File: src/rtl/seq_detector_param.sv
`default_nettype none
// ============================================================================
//  Module   : seq_detector_param
//  Purpose  : Parametrised Mealy serial pattern detector. It has a
//             runtime-loadable pattern, an overlap or non-overlap mode, a
//             sample enable, a registered copy of the match flag and a
//             saturating match counter.
//  Revision : 1.0 - initial release
// ============================================================================
module seq_detector_param #(
   parameter int                 PAT_LEN = 4,
   parameter logic [PAT_LEN-1:0] PATTERN = 4'b1011,
   parameter int                 OVERLAP = 1,
   parameter int                 CNT_W   = 8
) (
   input  logic               Clk,
   input  logic               Reset,
   input  logic               En,
   input  logic               In,
   input  logic               Pat_load,
   input  logic [PAT_LEN-1:0] Pat_in,
   input  logic               Cnt_clr,
   output logic               Out,
   output logic               Out_q,
   output logic [CNT_W-1:0]   Match_cnt,
   output logic               Cnt_sat
);

   localparam int                c_fill_w   = $clog2(PAT_LEN);
   localparam logic [c_fill_w-1:0] c_fill_max = c_fill_w'(PAT_LEN - 1);
   localparam logic [CNT_W-1:0]  c_cnt_max  = {CNT_W{1'b1}};

   logic [PAT_LEN-2:0]  r_hist;
   logic [c_fill_w-1:0] r_fill;
   logic [PAT_LEN-1:0]  r_pat;
   logic                r_out_q;
   logic [CNT_W-1:0]    r_cnt;

   logic [PAT_LEN-1:0]  w_shift;
   logic                w_match;

   // The oldest history bit lines up with the pattern MSB and the live input with the LSB.
   // Gating with Reset keeps Out low for the whole time reset is asserted.
   always_comb begin
      w_shift = {r_hist, In};
      w_match = Reset & En & ~Pat_load & (r_fill == c_fill_max) & (w_shift == r_pat);
   end

   // History, fill level and pattern register. A load wins over sampling and discards In.
   always_ff @(posedge Clk or negedge Reset) begin
      if (!Reset) begin
         r_hist <= '0;
         r_fill <= '0;
         r_pat  <= PATTERN;
      end else if (Pat_load) begin
         r_pat  <= Pat_in;
         r_hist <= '0;
         r_fill <= '0;
      end else if (En) begin
         if (w_match && (OVERLAP == 0)) begin
            // Non-overlap mode: a fresh PAT_LEN bits are needed before the next match.
            r_hist <= '0;
            r_fill <= '0;
         end else begin
            r_hist <= w_shift[PAT_LEN-2:0];
            if (r_fill != c_fill_max) begin
               r_fill <= r_fill + 1'b1;
            end
         end
      end
   end

   // Registered copy of the match flag, one cycle behind Out.
   always_ff @(posedge Clk or negedge Reset) begin
      if (!Reset) begin
         r_out_q <= 1'b0;
      end else begin
         r_out_q <= w_match;
      end
   end

   // Saturating match counter. A clear wins over a simultaneous match.
   always_ff @(posedge Clk or negedge Reset) begin
      if (!Reset) begin
         r_cnt <= '0;
      end else if (Cnt_clr) begin
         r_cnt <= '0;
      end else if (w_match && (r_cnt != c_cnt_max)) begin
         r_cnt <= r_cnt + 1'b1;
      end
   end

   assign Out       = w_match;
   assign Out_q     = r_out_q;
   assign Match_cnt = r_cnt;
   assign Cnt_sat   = &r_cnt;

endmodule
`default_nettype wire

File: config.mk
export PLATFORM = sky130hd
export DESIGN_NAME = seq_detector_param
export DESIGN_NICKNAME = d
export VERILOG_FILES = /design/src/rtl/seq_detector_param.sv
export SDC_FILE = /design/constraint.sdc
export NUM_CORES = 1
export LEC_CHECK = 0
export CORE_UTILIZATION = 25
export CTS_BUF_LIST = sky130_fd_sc_hd__clkbuf_4 sky130_fd_sc_hd__clkbuf_8
export DETAILED_ROUTE_END_ITERATION = 7
export PLACE_DENSITY = 0.46
export SKIP_LAST_GASP = 1
export SLEW_MARGIN = 10
export SYNTH_ARGS = -nofsm -noshare
export SYNTH_HDL_FRONTEND = slang
export SYNTH_SLANG_ARGS = --single-unit
File: constraint.sdc
create_clock -name Clk -period 1.5 [get_ports Clk]
set_input_delay 0.3 -clock Clk [delete_from_list [all_inputs] [get_ports Clk]]
set_output_delay 0.3 -clock Clk [all_outputs]
set_load 0.01 [all_outputs]
# After elaboration in Yosys (flattened, before gate mapping)
# Cells that the tools add are included.
# op_classes
n_mux	7
eq_ne	4
n_bitwise	5
reduce_logical	6
n_addsub	2
# ops
cell	count
$mux W8	2
$add A8 B1 Y8 const B	1
$ne A8 B8 Y1 const B	1
$reduce_and A8 Y1	1
$mux W2	3
$mux W3	2
$reduce_bool A2 Y1	3
$and A1 B1 Y1	4
$eq A4 B4 Y1	1
$add A2 B1 Y2 const B	1
$eq A2 B2 Y1 const B	1
$ne A2 B2 Y1 const B	1
$reduce_and A2 Y1	1
$logic_and A1 B1 Y1	1
$not A1 Y1	1
# word_totals
register_bits	18
in_bits	10
word_cells	29

# Logic depth before layout (Yosys ltp)
# Gate-level depths: netlist (run 1).
# depth
word_depth	7
mapped_depth	5
mapped_depth_nobuf	5

# Worst setup path before layout (run 1)
# OpenSTA, ideal clock, no wires.
# synth_path
path_type	reg-to-reg
start	reg r_cnt[0] (netlist: Match_cnt[0])
end	reg r_cnt[2] (netlist: Match_cnt[2])
t_arrival_ns	1.518
required_ns	1.372
period_less_slack_ns	1.646
setup_time_ns	0.128
stages_incl_launch_ff	6
setup_slack_ns	-0.146
cell_sequence	dfrtp_1 > ha_1 > nand2_1 > nor3_4 > nor4b_1 > mux2_1
# synth_between
elab_chain_len	3
# synth_lines
item	line_no	rtl
from (decl)	37	logic [CNT_W-1:0] r_cnt;
from (signal assigned)	89	r_cnt <= r_cnt + 1'b1;
$add A8 B1 Y8 or $ne A8 B8 Y1 (tied branches)	89, 88	
$mux W8 or $logic_and A1 B1 Y1 (tied branches)	88	end else if (w_match && (r_cnt != c_cnt_max)) begin
$mux W8 or $reduce_bool A2 Y1 (tied branches)	--	
# Parallel ways exist; a longest one is shown, timed or not. The select of a mux whose other input is x is not followed.
# A chain may end at the register's enable or synchronous reset.

# Worst setup path in the final report (run 1)
# layout_path
start	reg r_pat[1]
end	reg r_cnt[5] (netlist: Match_cnt[5])
# layout_between
elab_chain_len	4
# layout_lines
item	line_no	rtl
from (decl)	35	logic [PAT_LEN-1:0] r_pat;
from (signal assigned)	56	r_pat <= Pat_in;
$eq A4 B4 Y1	46	w_match = Reset & En & ~Pat_load & (r_fill == c_fill_max) & (w_shift == r_pat);
$and A1 B1 Y1	46	
$logic_and A1 B1 Y1	88	
$reduce_bool A2 Y1 (no source line)	--	
# No other way between the ends.

==> impl_results.md, run 1 <==
* Gpl congestion at 0.684
* Worst setup EP type: register
* Crit path DAT at 1860 ps
* Core Region at 3720 µm²
* Unique masters post-synth at 32
* # setup viols final at 8
* Synth cell count leaders: dfrtp_1 (15), nor2_1 (12), nor2b_1 (5)
* Deepest clock path buffer count at 2
* Synth top area share at 0.385
* Syn Area/Cell at 11.2 µm²
* Peak supply drop at 0.634 mV
* GRT Residual Overflow at 0
* Worst Tran Pin Value at 404 ps
* Period minus WS final at 1710 ps
* Setup crit start kind: register
* Synth Flop Type: dfrtp_1
* Slew headroom at 0.730
* Post-DR vias/cell at 4.65
* DP Worst Slack at -614 ps
* CTS tree: built
* Seq/Total Area, Yosys at 0.465
* Layout cells sized above 1 at 0.500
* Fin nets at 155
* H-tree depth at 1
* Max-Cap Viols at 0
* Failing checks: negative setup slack
* Power per Cell Area at 644 nW/µm²
* Number of flops mapped to enable cells by yosys at 0
* Clock slew at reported path FFs at 70 ps
* RSZ-0062 raised after global routing: true
* Area of the die at 4160 µm²
* Clk_skew at 2.41 ps
* Max stage delay on crit path at 550 ps
* Syn Nets at 99
* Vias in the first global route at 945
* Crit path kind: reg -> reg
* DRT antenna net count at 0
* Initial Utilization at 0.263
* TritonCTS Sinks at 18
* Post-Synthesis Cells at 87
* I/O Pins at 21
* Global-route wire length before repair at 4150 µm
* Chip height at 64.5 µm
* Worst-Skew Late Latency at 250 ps
* Max Slew Vio Count at 0
* Final period utilization at 1.14
* Dpl hpwl at 1750 µm
* Worst path required time at 1640 ps
* Main area contributors after synthesis: dfrtp_1 (38%), dfstp_2 (8.1%), mux2_1 (4.6%)
* Root buf cell: clkbuf_8
* Leading area contributor after synthesis: dfrtp_1
* Worst reg2reg endpoint: Match_cnt[5]$_DFFE_PN0P_
* CP Cell Sequence: xnor2_2, nand4_4, buf_8, nor4b_4, mux2_4
* R2R depth at 5
* Critical path's slowest cell: dfstp_2
* Hold Fails Final Rpt at 0
* Std-Cell Rows at 22
* Port bufs at 20
* Detailed-route via count at 884
* Leakage power at 0.756 nW
* Top-count cell post-synth: dfrtp_1
* CTS Buf Count at 3
* Fmax at 583 MHz
* CP Buf/Inv Count at 1
* FF-to-FF Start: r_pat[1]$_DFFE_PN1P_
* FF+latch count, synth at 18
* Cell area after synthesis at 976 µm²
* TritonRoute pass-1 iters at 4
* Delay-heaviest family, CP: flip-flops
* Outcome: finished with violations
* Initial antenna violation count at 0
* Worst-path fanout max at 6
* Ant. Diodes at 0
* Synth-to-layout area growth at 68.7%
* Largest net degree at the start of global routing at 20
* Hold Path Class: in -> async
* Overall Global Routing Usage at 0.130
* Drt initial violations at 25
* Cells after DPL at 179
* R2R setup slack at -210 ps
* Cell Count, Final, Fillers Out at 190
* Final WL at 2460 µm
* Final setup margin at -214 ps
* DRC at 0
* Ys Warns at 0
* Async set-reset flop share out of synthesis at 1.00
* Wire length per cell at 12.9 µm
* Die X-Extent at 64.5 µm
-- cell families after synthesis --
group / after synthesis / synth area share
AO/OA/AOI/OAI: 10 / 0.0667
XOR/XNOR: 4 / 0.0436
adder cells (fa/ha/maj): 2 / 0.0256
buffers and inverters: 3 / 0.0128
flip-flops: 18 / 0.465
multiplexers: 12 / 0.133
AND/OR/NAND/NOR: 38 / 0.253
-- report_power, final --
group | total, mW | switching (mW) | internal, mW | leakage [nW]
Sequential | 0.525 | 0.0157 | 0.510 | 0.237
Combinational | 0.166 | 0.0755 | 0.0904 | 0.493
Clock | 0.369 | 0.162 | 0.207 | 0.0262
Total | 1.06 | 0.253 | 0.807 | 0.756
-- worst max path at each step --
stage                         startpoint                       end  slack [ps]  cells past startpoint
finish              r_pat[1]$_DFFE_PN1P_  Match_cnt[5]$_DFFE_PN0P_        -210                      5
global route        r_pat[1]$_DFFE_PN1P_  Match_cnt[5]$_DFFE_PN0P_        -280                      5
CTS                 r_pat[1]$_DFFE_PN1P_  Match_cnt[2]$_DFFE_PN0P_        -210                      5
detailed placement                    En                       Out        -610                      5
global placement                      En                       Out        -590                      5
floorplan           r_pat[1]$_DFFE_PN1P_  Match_cnt[4]$_DFFE_PN0P_         -80                      4
-- cell usage in the layout (no fill, tap or decap), types with 2 or more instances in the layout --
cell type and n:
dlygate4sd2_1 11, buf_4 30, xnor2_2 3, clkbuf_8 3, nand3_1 3, nor2_1 9
nor2_2 2, mux2_2 4, nor2b_1 5, ha_2 2, a31oi_1 2, nor4_4 2
clkdlybuf4s50_1 7, a311oi_1 2, mux2i_1 4, dfrtp_1 15, buf_8 2, mux2_4 4
nand2_1 2, dfstp_2 3, buf_2 2, nor4b_4 2, a21oi_1 3
-- routing by layer --
layer  part of all wire  up-vias  GRT usage  wire length [µm]
li1                   -      426          -                 -
met1               0.43      435      0.151              1050
met2               0.52       21      0.232              1270
met3              0.049        2     0.0387               120
met4             0.0049        0     0.0361                12
met5                  0        -          0                 0
-- state kept, by name, summed over array words and instances, names as in the netlist --
name and cells:
r_pat 4, Out_q 1, Match_cnt 8, r_hist 3, r_fill 2
-- repair_timing --
action                     4_1_cts  5_1_grt
cloned                           0        0
resized for setup               32       10
hold buffers                     0        0
pin swaps                        7        8
setup endpoints to repair       19       11
setup buffers                    5        2
-- final cells by class --
class / instances / area, µm²
fill: 393 / 2070
multi-input combinational: 66 / 628
sequential: 18 / 454
timing repair buffer: 53 / 452
tap: 48 / 60.1
clock buffer: 4 / 48.8
inverter: 1 / 3.75
-- through the flow --
step / utilization / setup TNS (ps) / total power, mW / hold WS, ps / instance area (µm²)
floorplan: - / -284 / 0.609 / 4.41 / 1010
global placement: 0.393 / -4650 / 0.682 / 509 / 1460
detailed placement: 0.393 / -4750 / 0.685 / 538 / 1460
CTS: 0.427 / -1280 / 1.08 / 239 / 1590
global route: 0.443 / -1750 / 1.12 / 249 / 1650
finish: 0.443 / -1140 / 1.06 / 244 / 1650
(Power assumes the default switching activity.)
==> run 2: changes to the inputs <==
--- a/config.mk
+++ b/config.mk
@@ -9,6 +9,7 @@
 export CTS_BUF_LIST = sky130_fd_sc_hd__clkbuf_4 sky130_fd_sc_hd__clkbuf_8
 export DETAILED_ROUTE_END_ITERATION = 7
 export PLACE_DENSITY = 0.46
+export SETUP_SLACK_MARGIN = 0.1
 export SKIP_LAST_GASP = 1
 export SLEW_MARGIN = 10
 export SYNTH_ARGS = -nofsm -noshare
==> impl_results.md, run 2 (synthesis results as in run 1) <==
* Dpl hpwl at 1750 µm (unchanged)
* Sequential cell area at 454 µm² (unchanged)
* Port bufs at 20 (unchanged)
* CTS Buf Count at 3 (unchanged)
* Finished Core Util at 0.454 (+0.0111)
* H-tree depth at 1 (unchanged)
* Synth-to-layout area growth at 72.9%
* Hold Fails Final Rpt at 0 (unchanged)
* TritonCTS Sinks at 18 (unchanged)
* Design Area, Final at 1690 µm² (+2.5%)
* Worst-Skew Late Latency at 250 ps (about the same)
* Clk_skew at 1.88 ps (-0.530 ps)
* DRT antenna net count at 0 (unchanged)
* Worst-path fanout max at 6 (unchanged)
* Drt initial violations at 32 (+28%)
* Area of the multi-input gates at 649 µm² (+3.4%)
* Fin nets at 158 (+1.9%)
* Clock slew at reported path FFs at 70 ps (about the same)
* Die X-Extent at 64.5 µm (unchanged)
* Sequential share of power at 0.490 (-0.006)
* Largest net degree at the start of global routing at 20 (unchanged)
* Most frequent cells in the layout: buf_4 (31), dfrtp_1 (15), nor2_1 (9), dlygate4sd2_1 (7), clkdlybuf4s50_1 (6)
* Max Slew Vio Count at 0 (unchanged)
* Cell Count, Final, Fillers Out at 193 (+1.6%)
* Post-DR vias/cell at 4.68 (+0.67%)
* Peak supply drop at 0.638 mV (+0.55%)
* Detailed-route via count at 904 (+2.3%)
* Initial antenna violation count at 0 (unchanged)
* Overall Global Routing Usage at 0.132 (+0.00187)
* Critical path's slowest cell: dfstp_2
* Worst Tran Pin Value at 406 ps (+1.93 ps)
* TritonRoute pass-1 iters at 4 (unchanged)
* Vias in the first global route at 949 (+0.42%)
* Hold Path Class: in -> async
* Root buf cell: clkbuf_8
* I/O Pins at 21 (unchanged)
* Global-route wire length before repair at 4190 µm (+1.0%)
* CP Cell Sequence: xnor2_2, nand4_4, buf_8, nor4b_4, mux2_4
* CTS Hold Bufs at 0 (unchanged)
* Worst path required time at 1640 ps (about the same)
* Most common cell after layout, fill and taps aside: buf_4
* Leakage power at 0.761 nW (+0.67%)
* Switching part of the total at 0.241 (+0.00231)
* # setup viols final at 7 (-1)
* Final setup margin at -214 ps (+0.719 ps)
* Chip height at 64.5 µm (unchanged)
* Max-Cap Viols at 0 (unchanged)
* P_int at 0.816 mW (+1.2%)
* Max FFs per register at 8 (unchanged)
* CTS tree: built
* Outcome: finished with violations
* Deepest clock path buffer count at 2 (unchanged)
* Power share of the clock group at 0.344 (-0.004)
* Power per Cell Area at 637 nW/µm² (-1.0%)
* Ant. Diodes at 0 (unchanged)
* Failing checks: negative setup slack
* Core Region at 3720 µm² (unchanged)
* GRT Residual Overflow at 0 (unchanged)
* Worst setup EP type: register
* Crit path kind: reg -> reg
* Cells after DPL at 179 (unchanged)
* DP Worst Slack at -614 ps (unchanged)
* Gpl congestion at 0.684 (unchanged)
* Combinational Power Share at 0.166 (+0.010)
* Period minus WS final at 1710 ps (-0.719 ps)
* Setup tns final at -1130 ps (+7.27 ps)
* Crit path DAT at 1850 ps (about the same)
* Final WL at 2540 µm (+3.3%)
* Fmax at 584 MHz (about the same)
* Fillcell total at 380 (-3.3%)
* Initial Utilization at 0.263 (unchanged)
* Layout cells sized above 1 at 0.538 (+0.0379)
* Final period utilization at 1.14 (about the same)
* NetSw at 0.260 mW (+2.5%)
* Std-Cell Rows at 22 (unchanged)
* Wire length per cell at 13.1 µm (+1.7%)
* DRC at 0 (unchanged)
* Setup crit start kind: register
* Post-DP Area at 1460 µm² (unchanged)
* RSZ-0062 raised after global routing: true
* Area of the die at 4160 µm² (unchanged)
* Max stage delay on crit path at 550 ps (about the same)
* Slew headroom at 0.729 (-0.00129)
==> run 2: cell count changes in the layout (fill, tap and decap cells not counted), sizes merged <==
cell           before  now
clkdlybuf4s15       0    2
dlygate4sd2        11    7
clkbuf              4    7
buf                35   38
clkdlybuf4s50       7    6
==> run 2: worst max-delay path: cells and delay by family, from the launching register on <==
family	cells	cell delay [ps]
XOR/XNOR	1	140
flip-flops	1	550
buffers and inverters	1	170
multiplexers	1	320
AND/OR/NAND/NOR	2	420
==> run 2: final timing paths <==
| check | cells past startpoint | slack [ps] | end | start |
|---|---|---|---|---|
| worst max-delay path | 5 | -210 | Match_cnt[5]$_DFFE_PN0P_ | r_pat[1]$_DFFE_PN1P_ |
| worst min-delay path | 2 | 240 | Match_cnt[7]$_DFFE_PN0P_ | Reset |
| worst max register to register | 5 | -210 | Match_cnt[5]$_DFFE_PN0P_ | r_pat[1]$_DFFE_PN1P_ |
| worst min register to register | 1 | 560 | r_pat[2]$_DFFE_PN0P_ | r_pat[2]$_DFFE_PN0P_ |
| max in group asynchronous | 2 | 1050 | r_pat[0]$_DFFE_PN1P_ | Reset |
| min in group Clk | 3 | 520 | r_hist[0]$_DFFE_PN0P_ | In |
==> run 2: power by group through the flow <==
stage	combinational [mW]	clock (mW)	sequential, mW
finish	0.179	0.370	0.527
global route	0.194	0.410	0.529
CTS	0.175	0.387	0.527
detailed placement	0.150	0	0.535
global placement	0.148	0	0.534
floorplan	0.0774	0	0.531
==> run 2: repair_timing <==
| item | in CTS | in global routing |
|---|---|---|
| endpoints found under the setup margin | 21 | 17 |
| setup buffers | 7 | 4 |
| gates resized for setup | 37 | 20 |
| pin swaps | 11 | 9 |
| endpoints found under the hold margin | 0 | 0 |
==> run 2: routing by layer <==
layer | vias to the layer above | global-route usage | part of all wire | wire length, µm
met5 | - | 0 | 0 | 0
met4 | 0 | 0.0361 | 0.0047 | 12
met3 | 2 | 0.0387 | 0.048 | 121
met2 | 21 | 0.241 | 0.53 | 1340
met1 | 449 | 0.149 | 0.42 | 1060
li1 | 432 | - | - | -
==> run 2: final cells by class <==
| class | instances | share of cell area |
|---|---|---|
| multi-input cells | 66 | 0.385 |
| repair buffers | 56 | 0.279 |
| flip-flops and latches | 18 | 0.269 |
| well taps | 48 | 0.0356 |
| clock buffers | 4 | 0.0289 |
| inverters | 1 | 0.00222 |
==> run 2: metrics by stage <==
step	power, mW	hold slack, ps
floorplan	0.609	4.41
global placement	0.682	509
detailed placement	0.685	538
CTS	1.09	239
global route	1.13	256
finish	1.08	241
==> run 3: changes to the inputs <==
--- a/config.mk
+++ b/config.mk
@@ -7,6 +7,7 @@
 export LEC_CHECK = 0
 export CORE_UTILIZATION = 25
 export CTS_BUF_LIST = sky130_fd_sc_hd__clkbuf_4 sky130_fd_sc_hd__clkbuf_8
+export CTS_CLUSTER_SIZE = 40
 export DETAILED_ROUTE_END_ITERATION = 7
 export PLACE_DENSITY = 0.46
 export SETUP_SLACK_MARGIN = 0.1
==> constraint.sdc (replaced) <==
create_clock -name Clk -period 1.55 [get_ports Clk]
set_input_delay 0.31 -clock Clk [delete_from_list [all_inputs] [get_ports Clk]]
set_output_delay 0.31 -clock Clk [all_outputs]
set_load 0.01 [all_outputs]
==> impl_results.md, run 3 (synthesis results as in run 1) <==
* CTS Buf Count at 3 (unchanged)
* Most frequent cells in the layout: buf_4 (25), dfrtp_1 (15), dlygate4sd2_1 (11), nor2_1 (9), clkdlybuf4s50_1 (6)
* Hold Path Class: in -> async
* FF-to-FF Start: r_pat[1]$_DFFE_PN1P_
* RSZ-0062 raised after global routing: true
* CTS Hold Bufs at 0 (unchanged)
* Cells after DPL at 179 (unchanged)
* Gpl congestion at 0.684 (about the same)
* Power per Cell Area at 634 nW/µm² (-0.44%)
* Root buf cell: clkbuf_8
* DP Worst Slack at -583 ps (+30.2 ps)
* H-tree depth at 1 (unchanged)
* Hold Fails Final Rpt at 0 (unchanged)
* Crit path kind: reg -> reg
* Crit path DAT at 1870 ps (+20 ps)
* Fmax at 579 MHz (-0.73%)
* Std-Cell Rows at 22 (unchanged)
* Final setup margin at -176 ps (+37.4 ps)
* Dpl hpwl at 1750 µm (-0.13%)
* Post-DP Area at 1460 µm² (unchanged)
* Wire length per cell at 13.7 µm (+4.0%)
* Cell Count, Final, Fillers Out at 188 (-2.6%)
* Final period utilization at 1.11 (-0.0287)
* I/O Pins at 21 (unchanged)
* Area of the die at 4160 µm² (unchanged)
* Outcome: finished with violations
* Total chip power at 1.07 mW (-0.58%)
* Leakage power at 0.771 nW (+1.2%)
* Peak supply drop at 0.291 mV (-54%)
* Vias in the first global route at 921 (-3.0%)
* Failing checks: negative setup slack
* Clock slew at reported path FFs at 70 ps (about the same)
* Overall Global Routing Usage at 0.130 (-0.00224)
* Period minus WS final at 1730 ps (+12.6 ps)
* DRC at 0 (unchanged)
* Drt initial violations at 28 (-13%)
* Most common cell after layout, fill and taps aside: buf_4
* R2R setup slack at -180 ps (+40 ps)
* Initial antenna violation count at 0 (unchanged)
* TritonCTS Sinks at 18 (unchanged)
* TritonRoute pass-1 iters at 4 (unchanged)
* Max FFs per register at 8 (unchanged)
* Initial Utilization at 0.263 (unchanged)
* Final WL at 2570 µm (+1.3%)
* R2R depth at 5 (unchanged)
* Setup crit start kind: register
* Worst-Skew Late Latency at 250 ps (about the same)
* Worst path required time at 1690 ps (+50 ps)
* Worst reg2reg endpoint: Match_cnt[5]$_DFFE_PN0P_
* Max-Cap Viols at 0 (unchanged)
* Design Area, Final at 1690 µm² (-0.15%)
* CTS tree: built
* GRT Residual Overflow at 0 (unchanged)
* Deepest clock path buffer count at 2 (unchanged)
* Ant. Diodes at 0 (unchanged)
* Slew headroom at 0.744 (+0.0150)
* Die X-Extent at 64.5 µm (unchanged)
* Worst setup EP type: register
* Global-route wire length before repair at 4130 µm (-1.3%)
* Chip height at 64.5 µm (unchanged)
* Port bufs at 20 (unchanged)
* Layout cells sized above 1 at 0.507 (-0.0308)
* # setup viols final at 6 (-1)
* Clk_skew at 5.16 ps (+3.27 ps)
* Worst-path fanout max at 6 (unchanged)
* Worst Tran Pin Value at 384 ps (-22.4 ps)
* Synth-to-layout area growth at 72.7%
* Post-DR vias/cell at 4.69 (+0.16%)
* Max Slew Vio Count at 0 (unchanged)
* Detailed-route via count at 882 (-2.4%)
* DRT antenna net count at 0 (unchanged)
* Fin nets at 153 (-3.2%)
* Largest net degree at the start of global routing at 20 (unchanged)
* Core Region at 3720 µm² (unchanged)
* Setup tns final at -869 ps (+263 ps)
==> run 3: changes by cell type in the layout (fill, tap and decap cells not counted), moves of 2 or more <==
cell,previous run,this run
clkdlybuf4s15_1,2,0
buf_4,31,25
dlygate4sd2_1,7,11
clkbuf_2,3,0
==> run 3: report_power, final <==
group / leakage [nW] / internal (mW) / switching [mW] / total (mW)
Sequential: 0.237 / 0.493 / 0.0178 / 0.511
Clock: 0.0288 / 0.225 / 0.159 / 0.384
Combinational: 0.505 / 0.0970 / 0.0774 / 0.174
Total: 0.771 / 0.815 / 0.254 / 1.07
==> run 3: what timing repair did <==
action / in CTS / in global routing
setup buffers: 5 / 0
pin swaps: 8 / 13
setup endpoints to repair: 19 / 13
resized for setup: 39 / 13
==> run 3: worst max path at each step <==
stage	from	endpoint	slack, ps	cells after the start
finish	r_pat[1]$_DFFE_PN1P_	Match_cnt[5]$_DFFE_PN0P_	-180	5
detailed placement	En	Out	-580	5
global placement	En	Out	-570	5
global route	r_pat[1]$_DFFE_PN1P_	Match_cnt[5]$_DFFE_PN0P_	-220	5
CTS	r_pat[1]$_DFFE_PN1P_	Match_cnt[5]$_DFFE_PN0P_	-190	5
floorplan	r_pat[1]$_DFFE_PN1P_	Match_cnt[4]$_DFFE_PN0P_	-30	4
==> run 3: layout make-up <==
class / instances / area, µm²
flip-flops and latches: 18 / 454
fillers: 382 / 2030
multi-input cells: 66 / 662
clock buffers: 4 / 55.1
inverters: 1 / 3.75
well taps: 48 / 60.1
repair buffers: 51 / 450
==> run 3: critical path, stage by stage, from the launching register on <==
cell	delay (ps)
dfstp_2	560
xnor2_2	140
nand4_4	140
buf_8	180
nor4b_4	280
mux2_4	320
==> run 3: layer usage <==
metal / up-vias / wire length, µm / global-route usage / share of wire
met2: 16 / 1400 / 0.247 / 0.55
met3: 2 / 84 / 0.0158 / 0.033
met1: 442 / 1070 / 0.149 / 0.42
li1: 422 / - / - / -
met4: 0 / 12 / 0.0417 / 0.0047
met5: - / 0 / 0 / 0
==> run 3: stage by stage <==
step	hold slack, ps	utilization
3_5_place_dp	530	0.393
5_1_grt	281	0.454
6_report	285	0.454
3_3_place_gp	509	0.393
2_1_floorplan	14.4	-
4_1_cts	271	0.438
